--- src/rtl/puf_ctrl_pkg.sv ---
`default_nettype none
// ============================================================================
// Module      : puf_ctrl_pkg
// Description : Shared definitions for the ring-oscillator PUF measurement
//               controller: FSM state encoding, field widths and the
//               oscillator-select helper.
// Revision    : 1.0 - initial release
// ============================================================================
package puf_ctrl_pkg;

    localparam int c_BIT_IDX_W = 3;   // indexes up to 8 response bits
    localparam int c_OSC_SEL_W = 5;   // 32 oscillator pairs per bank
    localparam int c_RESP_W    = 8;   // width of response / resp_mask
    localparam int c_CNT_W     = 8;   // width of each edge counter

    typedef enum logic [2:0] {
        ST_IDLE   = 3'd0,
        ST_CLEAR  = 3'd1,
        ST_RUN    = 3'd2,
        ST_SETTLE = 3'd3,
        ST_SAMPLE = 3'd4,
        ST_DONE   = 3'd5
    } puf_state_t;

    // Oscillator pair for a given response bit; wraps modulo 32.
    function automatic logic [c_OSC_SEL_W-1:0] f_osc_sel(
        input logic [c_OSC_SEL_W-1:0] chal,
        input logic [c_BIT_IDX_W-1:0] idx
    );
        return chal + {{(c_OSC_SEL_W - c_BIT_IDX_W){1'b0}}, idx};
    endfunction

endpackage
`default_nettype wire

--- src/rtl/puf_window_timer.sv ---
`default_nettype none
// ============================================================================
// Module      : puf_window_timer
// Description : Loadable down-counter timing the oscillator window and the
//               settle gap. A load of value V produces o_expire in the
//               (V+1)-th cycle after the load edge, i.e. an interval of V+1
//               cycles. A load in the expiring cycle chains a new interval
//               with no gap.
// Ports       : clk        - rising-edge clock
//               rst        - synchronous active-high reset
//               i_load     - load i_load_val and start counting
//               i_load_val - interval length minus one
//               o_expire   - high in the final cycle of the interval
// Revision    : 1.0 - initial release
// ============================================================================
module puf_window_timer #(
    parameter int WIDTH = 8
) (
    input  logic             clk,
    input  logic             rst,
    input  logic             i_load,
    input  logic [WIDTH-1:0] i_load_val,
    output logic             o_expire
);

    logic [WIDTH-1:0] r_count;
    logic             r_active;

    always_ff @(posedge clk) begin
        if (rst) begin
            r_count  <= '0;
            r_active <= 1'b0;
        end else if (i_load) begin
            r_count  <= i_load_val;
            r_active <= 1'b1;
        end else if (r_active) begin
            if (r_count == '0) begin
                r_active <= 1'b0;
            end else begin
                r_count <= r_count - WIDTH'(1);
            end
        end
    end

    assign o_expire = r_active && (r_count == '0);

endmodule
`default_nettype wire

--- src/rtl/puf_meas_ctrl.sv ---
`default_nettype none
// ============================================================================
// Module      : puf_meas_ctrl
// Description : Ring-oscillator PUF measurement sequencer. For each response
//               bit it clears the edge counters, enables both oscillator
//               banks for WINDOW_CYCLES, waits SETTLE_CYCLES, then compares
//               the two counts (response bit = count_a > count_b).
// Ports       : clk        - rising-edge clock
//               rst_n      - synchronous reset, ACTIVE HIGH despite the name
//               start      - begin a measurement (honoured only in IDLE)
//               challenge  - base oscillator select, latched on start
//               count_a/_b - edge counts from the two banks
//               osc_en     - oscillator bank enable
//               cnt_clr    - edge counter clear
//               osc_sel    - oscillator select (challenge + bit index)
//               busy       - measurement in progress (start .. DONE)
//               resp_valid - one-cycle pulse, response/resp_mask valid
//               response   - response bits, bits >= N_BITS are zero
//               resp_mask  - unreliable-bit flags
// Config      : PUF_RELIABILITY_MASK_EN - when defined, resp_mask flags bits
//               whose count difference is below THRESH or whose counters
//               saturated; otherwise resp_mask is tied to zero.
// Revision    : 1.0 - initial release
// ============================================================================
module puf_meas_ctrl
    import puf_ctrl_pkg::*;
#(
    parameter int N_BITS        = 8,   // 1..8
    parameter int WINDOW_CYCLES = 64,  // 2..255
    parameter int SETTLE_CYCLES = 2,   // 1..15
    parameter int THRESH        = 4    // 0..511
) (
    input  logic                   clk,
    input  logic                   rst_n,
    input  logic                   start,
    input  logic [c_OSC_SEL_W-1:0] challenge,
    input  logic [c_CNT_W-1:0]     count_a,
    input  logic [c_CNT_W-1:0]     count_b,
    output logic                   osc_en,
    output logic                   cnt_clr,
    output logic [c_OSC_SEL_W-1:0] osc_sel,
    output logic                   busy,
    output logic                   resp_valid,
    output logic [c_RESP_W-1:0]    response,
    output logic [c_RESP_W-1:0]    resp_mask
);

    localparam logic [c_BIT_IDX_W-1:0] c_LAST_BIT    = c_BIT_IDX_W'(N_BITS - 1);
    localparam logic [7:0]             c_RUN_LOAD    = 8'(WINDOW_CYCLES - 1);
    localparam logic [7:0]             c_SETTLE_LOAD = 8'(SETTLE_CYCLES - 1);

    puf_state_t               r_state;
    logic [c_BIT_IDX_W-1:0]   r_bit_idx;
    logic [c_OSC_SEL_W-1:0]   r_challenge;
    logic                     r_osc_en;
    logic                     r_cnt_clr;
    logic [c_OSC_SEL_W-1:0]   r_osc_sel;
    logic                     r_busy;
    logic                     r_resp_valid;
    logic [c_RESP_W-1:0]      r_response;

    logic                     w_tmr_load;
    logic [7:0]               w_tmr_val;
    logic                     w_tmr_expire;
    logic [c_BIT_IDX_W-1:0]   w_next_idx;
    logic                     w_bit_val;

    // The window timer is loaded in CLEAR (for RUN) and again in the last RUN
    // cycle (for SETTLE), so both intervals start on the state change itself.
    assign w_tmr_load = (r_state == ST_CLEAR) || ((r_state == ST_RUN) && w_tmr_expire);
    assign w_tmr_val  = (r_state == ST_CLEAR) ? c_RUN_LOAD : c_SETTLE_LOAD;
    assign w_next_idx = r_bit_idx + c_BIT_IDX_W'(1);
    assign w_bit_val  = (count_a > count_b);

    puf_window_timer #(
        .WIDTH(8)
    ) u_timer (
        .clk       (clk),
        .rst       (rst_n),
        .i_load    (w_tmr_load),
        .i_load_val(w_tmr_val),
        .o_expire  (w_tmr_expire)
    );

`ifdef PUF_RELIABILITY_MASK_EN
    localparam logic [8:0] c_THRESH = 9'(THRESH);

    logic [8:0]          w_diff;
    logic                w_unreliable;
    logic [c_RESP_W-1:0] r_resp_mask;

    // 9-bit magnitude so 255 vs 0 yields 255 instead of wrapping.
    always_comb begin
        w_diff = 9'd0;
        if (count_a > count_b) begin
            w_diff = {1'b0, count_a} - {1'b0, count_b};
        end else begin
            w_diff = {1'b0, count_b} - {1'b0, count_a};
        end
    end

    assign w_unreliable = (w_diff < c_THRESH) || (count_a == 8'hFF) || (count_b == 8'hFF);
    assign resp_mask    = r_resp_mask;
`else
    // THRESH only matters when the mask is compiled in; both arms tie off.
    if (THRESH > 0) begin : g_mask_off
        assign resp_mask = '0;
    end else begin : g_mask_off_zero_thresh
        assign resp_mask = '0;
    end
`endif

    always_ff @(posedge clk) begin
        if (rst_n) begin
            r_state      <= ST_IDLE;
            r_bit_idx    <= '0;
            r_challenge  <= '0;
            r_osc_en     <= 1'b0;
            r_cnt_clr    <= 1'b0;
            r_osc_sel    <= '0;
            r_busy       <= 1'b0;
            r_resp_valid <= 1'b0;
            r_response   <= '0;
`ifdef PUF_RELIABILITY_MASK_EN
            r_resp_mask  <= '0;
`endif
        end else begin
            r_cnt_clr    <= 1'b0;
            r_resp_valid <= 1'b0;
            case (r_state)
                ST_IDLE: begin
                    if (start) begin
                        r_challenge <= challenge;
                        r_bit_idx   <= '0;
                        r_osc_sel   <= challenge;
                        r_cnt_clr   <= 1'b1;
                        r_busy      <= 1'b1;
                        r_response  <= '0;
`ifdef PUF_RELIABILITY_MASK_EN
                        r_resp_mask <= '0;
`endif
                        r_state     <= ST_CLEAR;
                    end
                end
                ST_CLEAR: begin
                    r_osc_en <= 1'b1;
                    r_state  <= ST_RUN;
                end
                ST_RUN: begin
                    if (w_tmr_expire) begin
                        r_osc_en <= 1'b0;
                        r_state  <= ST_SETTLE;
                    end
                end
                ST_SETTLE: begin
                    if (w_tmr_expire) begin
                        r_state <= ST_SAMPLE;
                    end
                end
                ST_SAMPLE: begin
                    r_response[r_bit_idx] <= w_bit_val;
`ifdef PUF_RELIABILITY_MASK_EN
                    r_resp_mask[r_bit_idx] <= w_unreliable;
`endif
                    if (r_bit_idx == c_LAST_BIT) begin
                        r_resp_valid <= 1'b1;
                        r_state      <= ST_DONE;
                    end else begin
                        r_bit_idx <= w_next_idx;
                        r_osc_sel <= f_osc_sel(r_challenge, w_next_idx);
                        r_cnt_clr <= 1'b1;
                        r_state   <= ST_CLEAR;
                    end
                end
                ST_DONE: begin
                    r_busy  <= 1'b0;
                    r_state <= ST_IDLE;
                end
                default: begin
                    r_busy   <= 1'b0;
                    r_osc_en <= 1'b0;
                    r_state  <= ST_IDLE;
                end
            endcase
        end
    end

    assign osc_en     = r_osc_en;
    assign cnt_clr    = r_cnt_clr;
    assign osc_sel    = r_osc_sel;
    assign busy       = r_busy;
    assign resp_valid = r_resp_valid;
    assign response   = r_response;

endmodule
`default_nettype wire

--- config.mk ---
export PLATFORM = sky130hd
export DESIGN_NAME = puf_meas_ctrl
export DESIGN_NICKNAME = d
export VERILOG_FILES = /design/src/rtl/puf_ctrl_pkg.sv /design/src/rtl/puf_window_timer.sv /design/src/rtl/puf_meas_ctrl.sv
export SDC_FILE = /design/constraint.sdc
export NUM_CORES = 1
export LEC_CHECK = 0
export ABC_AREA = 1
export CAP_MARGIN = 40
export CELL_PAD_IN_SITES_DETAIL_PLACEMENT = 1
export CELL_PAD_IN_SITES_GLOBAL_PLACEMENT = 1
export CORE_MARGIN = 5
export CORE_UTILIZATION = 35
export CTS_BUF_LIST = sky130_fd_sc_hd__clkbuf_8 sky130_fd_sc_hd__clkbuf_16
export DETAILED_ROUTE_END_ITERATION = 10
export PLACE_DENSITY_LB_ADDON = 0.25
export SKIP_CTS_REPAIR_TIMING = 1
export SLEW_MARGIN = 20
export SYNTH_ARGS = -nofsm -noshare
export SYNTH_HDL_FRONTEND = slang
export SYNTH_SLANG_ARGS = --single-unit
--- constraint.sdc ---
create_clock -name clk -period 2.1 [get_ports clk]
set_input_delay 0.21 -clock clk [delete_from_list [all_inputs] [get_ports clk]]
set_output_delay 0.21 -clock clk [all_outputs]
set_load 0.01 [all_outputs]
==> results of run 1 <==
worst reg2reg max path, stage by stage, from the launching register on:
cell,delay (ns)
dfxtp_1,0.36
ha_1,0.21
ha_1,0.29
ha_1,0.34
or2_2,0.30
nand3_1,0.08
nand2_1,0.05
nor2_1,0.09
nor2_1,0.05
cell type report:
cell class | instances | area (sq um) | share of cell area (%)
flip-flops and latches | 37 | 741 | 26.8
inverters | 41 | 154 | 5.57
well taps | 77 | 96.3 | 3.49
repair buffers | 42 | 415 | 15.0
clock buffers | 6 | 82.6 | 2.99
multi-input cells | 246 | 1270 | 45.9
clock inverters | 1 | 3.75 | 0.136
cell families (layout without fill, tap and decap cells):
logic type      Yosys count  count (layout)
simple gates            175             175
buf+inv                  54              90
compound gates           44              44
flops                    37              37
fa+ha+maj                16              16
xor+xnor                  3               3
other cells               1               8
cell usage in the layout (no fill, tap or decap):
cell and instances:
inv_2 2, nand2_1 92, nor2_1 35, nand3_1 29, inv_1 40, nand2_2 2, nor3_1 1, a21o_1 2
clkdlybuf4s50_1 40, ha_1 15, nor2_4 3, o21ai_0 8, or2_0 1, o21ai_2 2, nand4_1 7, conb_1 8
or2_2 1, clkbuf_8 6, nor3b_1 1, o22ai_1 1, fa_1 1, o21ai_1 2, buf_4 2, nand2_4 3
xor2_1 3, dfxtp_1 37, a21oi_1 29
metrics by stage:
step | instances | setup slack (ns) | instance area (sq um) | total power, W
after floorplan | 337 | 0.327 | 2250 | 0.00196
after global placement | 443 | 0.271 | 2680 | 0.00231
after detailed placement | 443 | 0.244 | 2680 | 0.00234
after CTS | 450 | 0.220 | 2760 | 0.00287
after global routing | 450 | 0.0848 | 2760 | 0.00311
final | 450 | 0.220 | 2760 | 0.00281
sequential cells by signal, indices dropped and copies added, names as in the netlist:
register and cells:
r_bit_idx 3, r_challenge 5, r_state 3, cnt_clr 1
u_timer.r_active 1, resp_valid 1, osc_en 1, response 8
osc_sel 5, busy 1, u_timer.r_count 8
layer usage:
metal,vias to the layer above,wire [um]
met4,0,115
li1,1122,-
met3,9,225
met2,29,2810
met1,977,2520
met5,-,0
path summary, 6_finish.rpt:
path                              endpoint    startpoint  slack, ns
worst max register to register  osc_sel[2]  r_bit_idx[0]       0.22
worst min register to register  osc_sel[3]    osc_sel[3]       0.47
worst min-delay path            osc_sel[3]    osc_sel[3]       0.47
worst max-delay path            osc_sel[2]  r_bit_idx[0]       0.22
power groups by stage:
stage | Combinational (W) | Sequential [W] | Clock, W
6_report | 0.00133 | 0.000982 | 0.000503
5_1_grt | 0.00154 | 0.00101 | 0.000559
4_1_cts | 0.00135 | 0.000985 | 0.000532
3_5_place_dp | 0.00134 | 0.00100 | 0
3_3_place_gp | 0.00131 | 0.000997 | 0
2_1_floorplan | 0.000966 | 0.000992 | 0
==> metrics.csv, run 1 <==
stage;metric;value;unit
die;core_area;0.00628;sq mm
flow_run;drv_cap;0;
drt;initialDrtViolationCount;47;
timing;fmax;532;MHz
power_and_ir_drop;powerDensity;1020;mW/mm^2
drt;vias;2137;
die;start_util;35.5;%
global_routing;antenna_found_initial;0;
global_routing;grt.busiest_layer;met2;
timing;period_share;89.5;%
die;die_h;89.8;um
power_and_ir_drop;p_int;0.00160;W
drt;drc;0;
worst_setup_path;cp_common_cell;ha_1;
synth;ys_types;28;
worst_setup_path;cp-start-kind;register;
cts;clock_latency;0.29;ns
worst_setup_path;worst_path_dominant_cell_family;adder cells;
worst_setup_path;crit_arrival;2.07;ns
synth;synth_ff_type;dfxtp_1;
power_and_ir_drop;power.share.clock;17.9;%
drt;dr.pass1.iters;4;
worst_setup_path;crit_cells;8;
synth;ys_async_sr_fraction;0;%
synth;synth_top_family_by_area;simple AND/OR/NAND/NOR gates;
worst_setup_path;cp_slowest_cell;dfxtp_1;
drt;ant_nets;0;
cts;clk_pin_slew_worst_paths;0.07;ns
timing;final_max_slew_viol_count;0;
global_routing;use_met3;3.42;%
synth;synth_area_leader_cell;dfxtp_1;
timing;hold_viol;0;
worst_setup_path;crit_buf_inv;0;
power_and_ir_drop;power_switching_share;43.0;%
cells_and_area;final_core_util;44.0;%
global_routing;use_met1;16.8;%
synth;synth.most_common_cell;nand2_1;
power_and_ir_drop;combPwrFrac;47.2;%
worst_setup_path;slowest_delay;0.36;ns
synth;seq_area_frac_synth;33.2;%
worst_setup_path;ff2ff_path_depth;8;
synth;synth_compound_area_share;10.5;%
die;io_pins;49;
synth;synth-seq-cells;37;
global_routing;grt_max_degree;21;
cells_and_area;area_delta_synth_final;23.9;%
worst_setup_path;crit_required;2.29;ns
cts;h-tree-depth;2;
global_routing;grt_pass1_vias;2247;
cells_and_area;drive_above_1_share;5.63;%
synth;synth_adder_area_share;9.32;%
power_and_ir_drop;power_frac_seq;34.9;%
power_and_ir_drop;ir_drop;0.585;mV
global_routing;grt.overflow.total;0;
die;dieWidth;89.8;um
timing;post-route-min-period;1.88;ns
synth;synth_edf_count;0;
drt;vias_per_cell;4.75;
synth;netlist_area;0.00223;sq mm
drt;wl_per_cell;12.6;um
placement;place_hpwl;4.38;mm
timing;timing.hold.ws;0.470;ns
cts;root_buffer;clkbuf_8;
die;fp-row-count;29;
timing;rsz0062_at_grt;false;
worst_setup_path;path_cells;ha_1 > ha_1 > ha_1 > or2_2 > nand3_1 > nand2_1 > nor2_1 > nor2_1;
global_routing;track_usage;14.8;%
placement;portBuffers;40;
timing;fin_tns_setup;0;ns
synth;yosys.area_share.simple;34.6;%
power_and_ir_drop;p_sw;0.00121;W
cells_and_area;nets;413;
worst_setup_path;crit_type;register to register;
worst_setup_path;end_kind;register;
hold_path;min_path_type;register to register;
cells_and_area;antennaDiodeCount;0;
worst_setup_path;crit_fanout;5;
global_routing;grt_pass1_wl;9.97;mm
cells_and_area;fillers;822;
cts;cts_sinks;37;
synth;synth_common_cells;nand2_1 (92), inv_1 (39), dfxtp_1 (37), nor2_1 (35);
synth;ys_warn_count;0;
timing;finalSetupViolations;0;
cts;cts_made_buffers;5;
hold_path;whs_path_depth;2;
synth;ys_top_cells_by_area;dfxtp_1 (33%), nand2_1 (15%), ha_1 (8.4%);
timing;finalClockSkew;0.00224;ns
synth;synth_xor_area_share;1.18;%
cts;ctsLongestPathBuffers;2;
cts;cts_tree;built;
power_and_ir_drop;p_leak;1.29;nW
synth;yosys.area.top_type_share;33.2;%
drt;drt-total-wl;5.67;mm
status;status;completed;
synth;netlist_instances;330;
placement;gp_congestion;0.790;
synth;synth.area.mux_share;0;%
synth;avgSynthCellArea;6.75;sq um
global_routing;use_met2;26.3;%
die;dieArea;0.00806;sq mm
Power figures use the tool's default switching activity.
==> run 2: changes to the inputs <==
--- a/config.mk
+++ b/config.mk
@@ -6,6 +6,7 @@
 export NUM_CORES = 1
 export LEC_CHECK = 0
 export ABC_AREA = 1
+export ABC_CLOCK_PERIOD_IN_PS = 2100
 export CAP_MARGIN = 40
 export CELL_PAD_IN_SITES_DETAIL_PLACEMENT = 1
 export CELL_PAD_IN_SITES_GLOBAL_PLACEMENT = 1
==> results of run 2 <==
No change in the layout: final DEF, timing and power equal those of run 1.
==> run 3: changes to the inputs <==
--- a/config.mk
+++ b/config.mk
@@ -14,7 +14,8 @@
 export CORE_UTILIZATION = 35
 export CTS_BUF_LIST = sky130_fd_sc_hd__clkbuf_8 sky130_fd_sc_hd__clkbuf_16
 export DETAILED_ROUTE_END_ITERATION = 10
-export PLACE_DENSITY_LB_ADDON = 0.25
+export GPL_TIMING_DRIVEN = 0
+export PLACE_DENSITY_LB_ADDON = 0.1
 export SKIP_CTS_REPAIR_TIMING = 1
 export SLEW_MARGIN = 20
 export SYNTH_ARGS = -nofsm -noshare
==> run 3 against run 2 <==
Compared with the run above: maximum frequency shrank 1.3%; via count grew 4.4%; setup slack lost 0.024 ns; global-route usage grew 0.29 points; routed wire length grew 3.4%; worst hold slack gained 0.0064 ns.
==> metrics.csv, run 3 (synthesis results as in run 1) <==
stage;metric;value;unit
power_and_ir_drop;powerDensity;1070;mW/mm^2
die;fp-row-count;29;
timing;finalSetupViolations;0;
hold_path;min_path_type;register to register;
cells_and_area;drive_above_1_share;8.31;%
power_and_ir_drop;combPwrFrac;43.9;%
power_and_ir_drop;power_frac_seq;31.9;%
drt;ant_nets;0;
timing;finalClockSkew;0.00580;ns
cts;clock_latency;0.29;ns
power_and_ir_drop;power_switching_share;40.4;%
cts;cts_sinks;37;
timing;hold_viol;0;
drt;initialDrtViolationCount;51;
cells_and_area;final_cell_mix;nand2_1 (92), clkdlybuf4s50_1 (40), inv_1 (39), dfxtp_1 (37), nor2_1 (35);
timing;rsz0062_at_grt;false;
global_routing;grt.overflow.total;0;
worst_setup_path;crit_fanout;5;
cells_and_area;antennaDiodeCount;0;
timing;fin_tns_setup;0;ns
die;core_area;0.00628;sq mm
timing;fmax;525;MHz
power_and_ir_drop;ir_drop;0.439;mV
cts;root_buffer;clkbuf_8;
cts;cts_made_buffers;5;
worst_setup_path;crit_type;register to register;
global_routing;use_met1;19.0;%
die;start_util;35.5;%
cts;ctsLongestPathBuffers;2;
drt;dr.pass1.iters;4;
cells_and_area;nets;424;
global_routing;grt_pass1_wl;10.3;mm
global_routing;track_usage;15.0;%
flow_run;drv_cap;0;
worst_setup_path;crit_required;2.29;ns
power_and_ir_drop;p_leak;1.36;nW
cells_and_area;area_delta_synth_final;29.5;%
global_routing;antenna_found_initial;0;
global_routing;grt_pass1_vias;2270;
cts;clk_pin_slew_worst_paths;0.08;ns
drt;drc;0;
worst_setup_path;crit_arrival;2.10;ns
power_and_ir_drop;p_sw;0.00125;W
drt;wl_per_cell;12.7;um
placement;portBuffers;40;
cts;h-tree-depth;2;
power_and_ir_drop;p_int;0.00184;W
timing;post-route-min-period;1.90;ns
timing;period_share;90.7;%
drt;vias_per_cell;4.83;
placement;gp_congestion;0.805;
cells_and_area;final_common_cell;nand2_1;
die;die_h;89.8;um
power_and_ir_drop;power.share.clock;24.2;%
timing;slew_headroom;63.3;%
timing;timing.hold.ws;0.476;ns
die;dieArea;0.00806;sq mm
drt;vias;2232;
global_routing;use_met2;25.7;%
worst_setup_path;end_kind;register;
placement;place_hpwl;4.68;mm
die;dieWidth;89.8;um
global_routing;grt_max_degree;13;
worst_setup_path;cp-start-kind;register;
status;status;completed;
timing;final_max_slew_viol_count;0;
die;io_pins;49;
global_routing;use_met3;3.51;%
drt;drt-total-wl;5.86;mm
cts;cts_tree;built;
global_routing;grt.busiest_layer;met2;
timing;worstMarginPinSlew;0.551;ns
run 3: cell type report:
cell class	count	area [sq um]
sequential	37	741
tap	77	96.3
timing repair buffer	40	400
fill	826	3390
inverter	41	154
clock buffer	5	68.8
buffer	13	91.3
multi-input combinational	246	1270
clock inverter	3	65.1
run 3: path summary, 6_finish.rpt:
| check | startpoint | end | slack, ns | cells after the start |
|---|---|---|---|---|
| min | osc_sel[3] | osc_sel[3] | 0.48 | 2 |
| max reg2reg | r_bit_idx[0] | osc_sel[2] | 0.20 | 8 |
| max | r_bit_idx[0] | osc_sel[2] | 0.20 | 8 |
| min reg2reg | osc_sel[3] | osc_sel[3] | 0.48 | 2 |
run 3: worst max-delay path: stages (launching register included):
cell and delay, ns:
dfxtp_1 0.37, ha_1 0.22, ha_1 0.31, ha_1 0.35, or2_2 0.29, nand3_1 0.08
nand2_1 0.05, nor2_1 0.09, nor2_1 0.05
run 3: per-stage QoR:
stage	setup WS (ns)	cell area [sq um]	power [W]	utilization (%)	instances
6_report	0.195	2890	0.00309	46.0	462
4_1_cts	0.189	2890	0.00313	46.0	462
5_1_grt	0.0435	2890	0.00336	46.0	462
3_3_place_gp	0.223	2750	0.00233	43.8	454
3_5_place_dp	0.211	2750	0.00237	43.8	454
2_1_floorplan	0.327	2250	0.00196	-	337
run 3: layer usage:
metal,part of all wire (%),up-vias
li1,-,1143
met1,46,1050
met2,48,33
met3,4.5,6
met4,0.90,0
met5,0,-
run 3: power by group through the flow:
stage | clock network (W) | logic, W | registers (W)
floorplan | 0 | 0.000966 | 0.000992
global placement | 0 | 0.00133 | 0.000999
detailed placement | 0 | 0.00137 | 0.00100
CTS | 0.000762 | 0.00138 | 0.000985
global route | 0.000795 | 0.00155 | 0.00101
finish | 0.000745 | 0.00136 | 0.000984
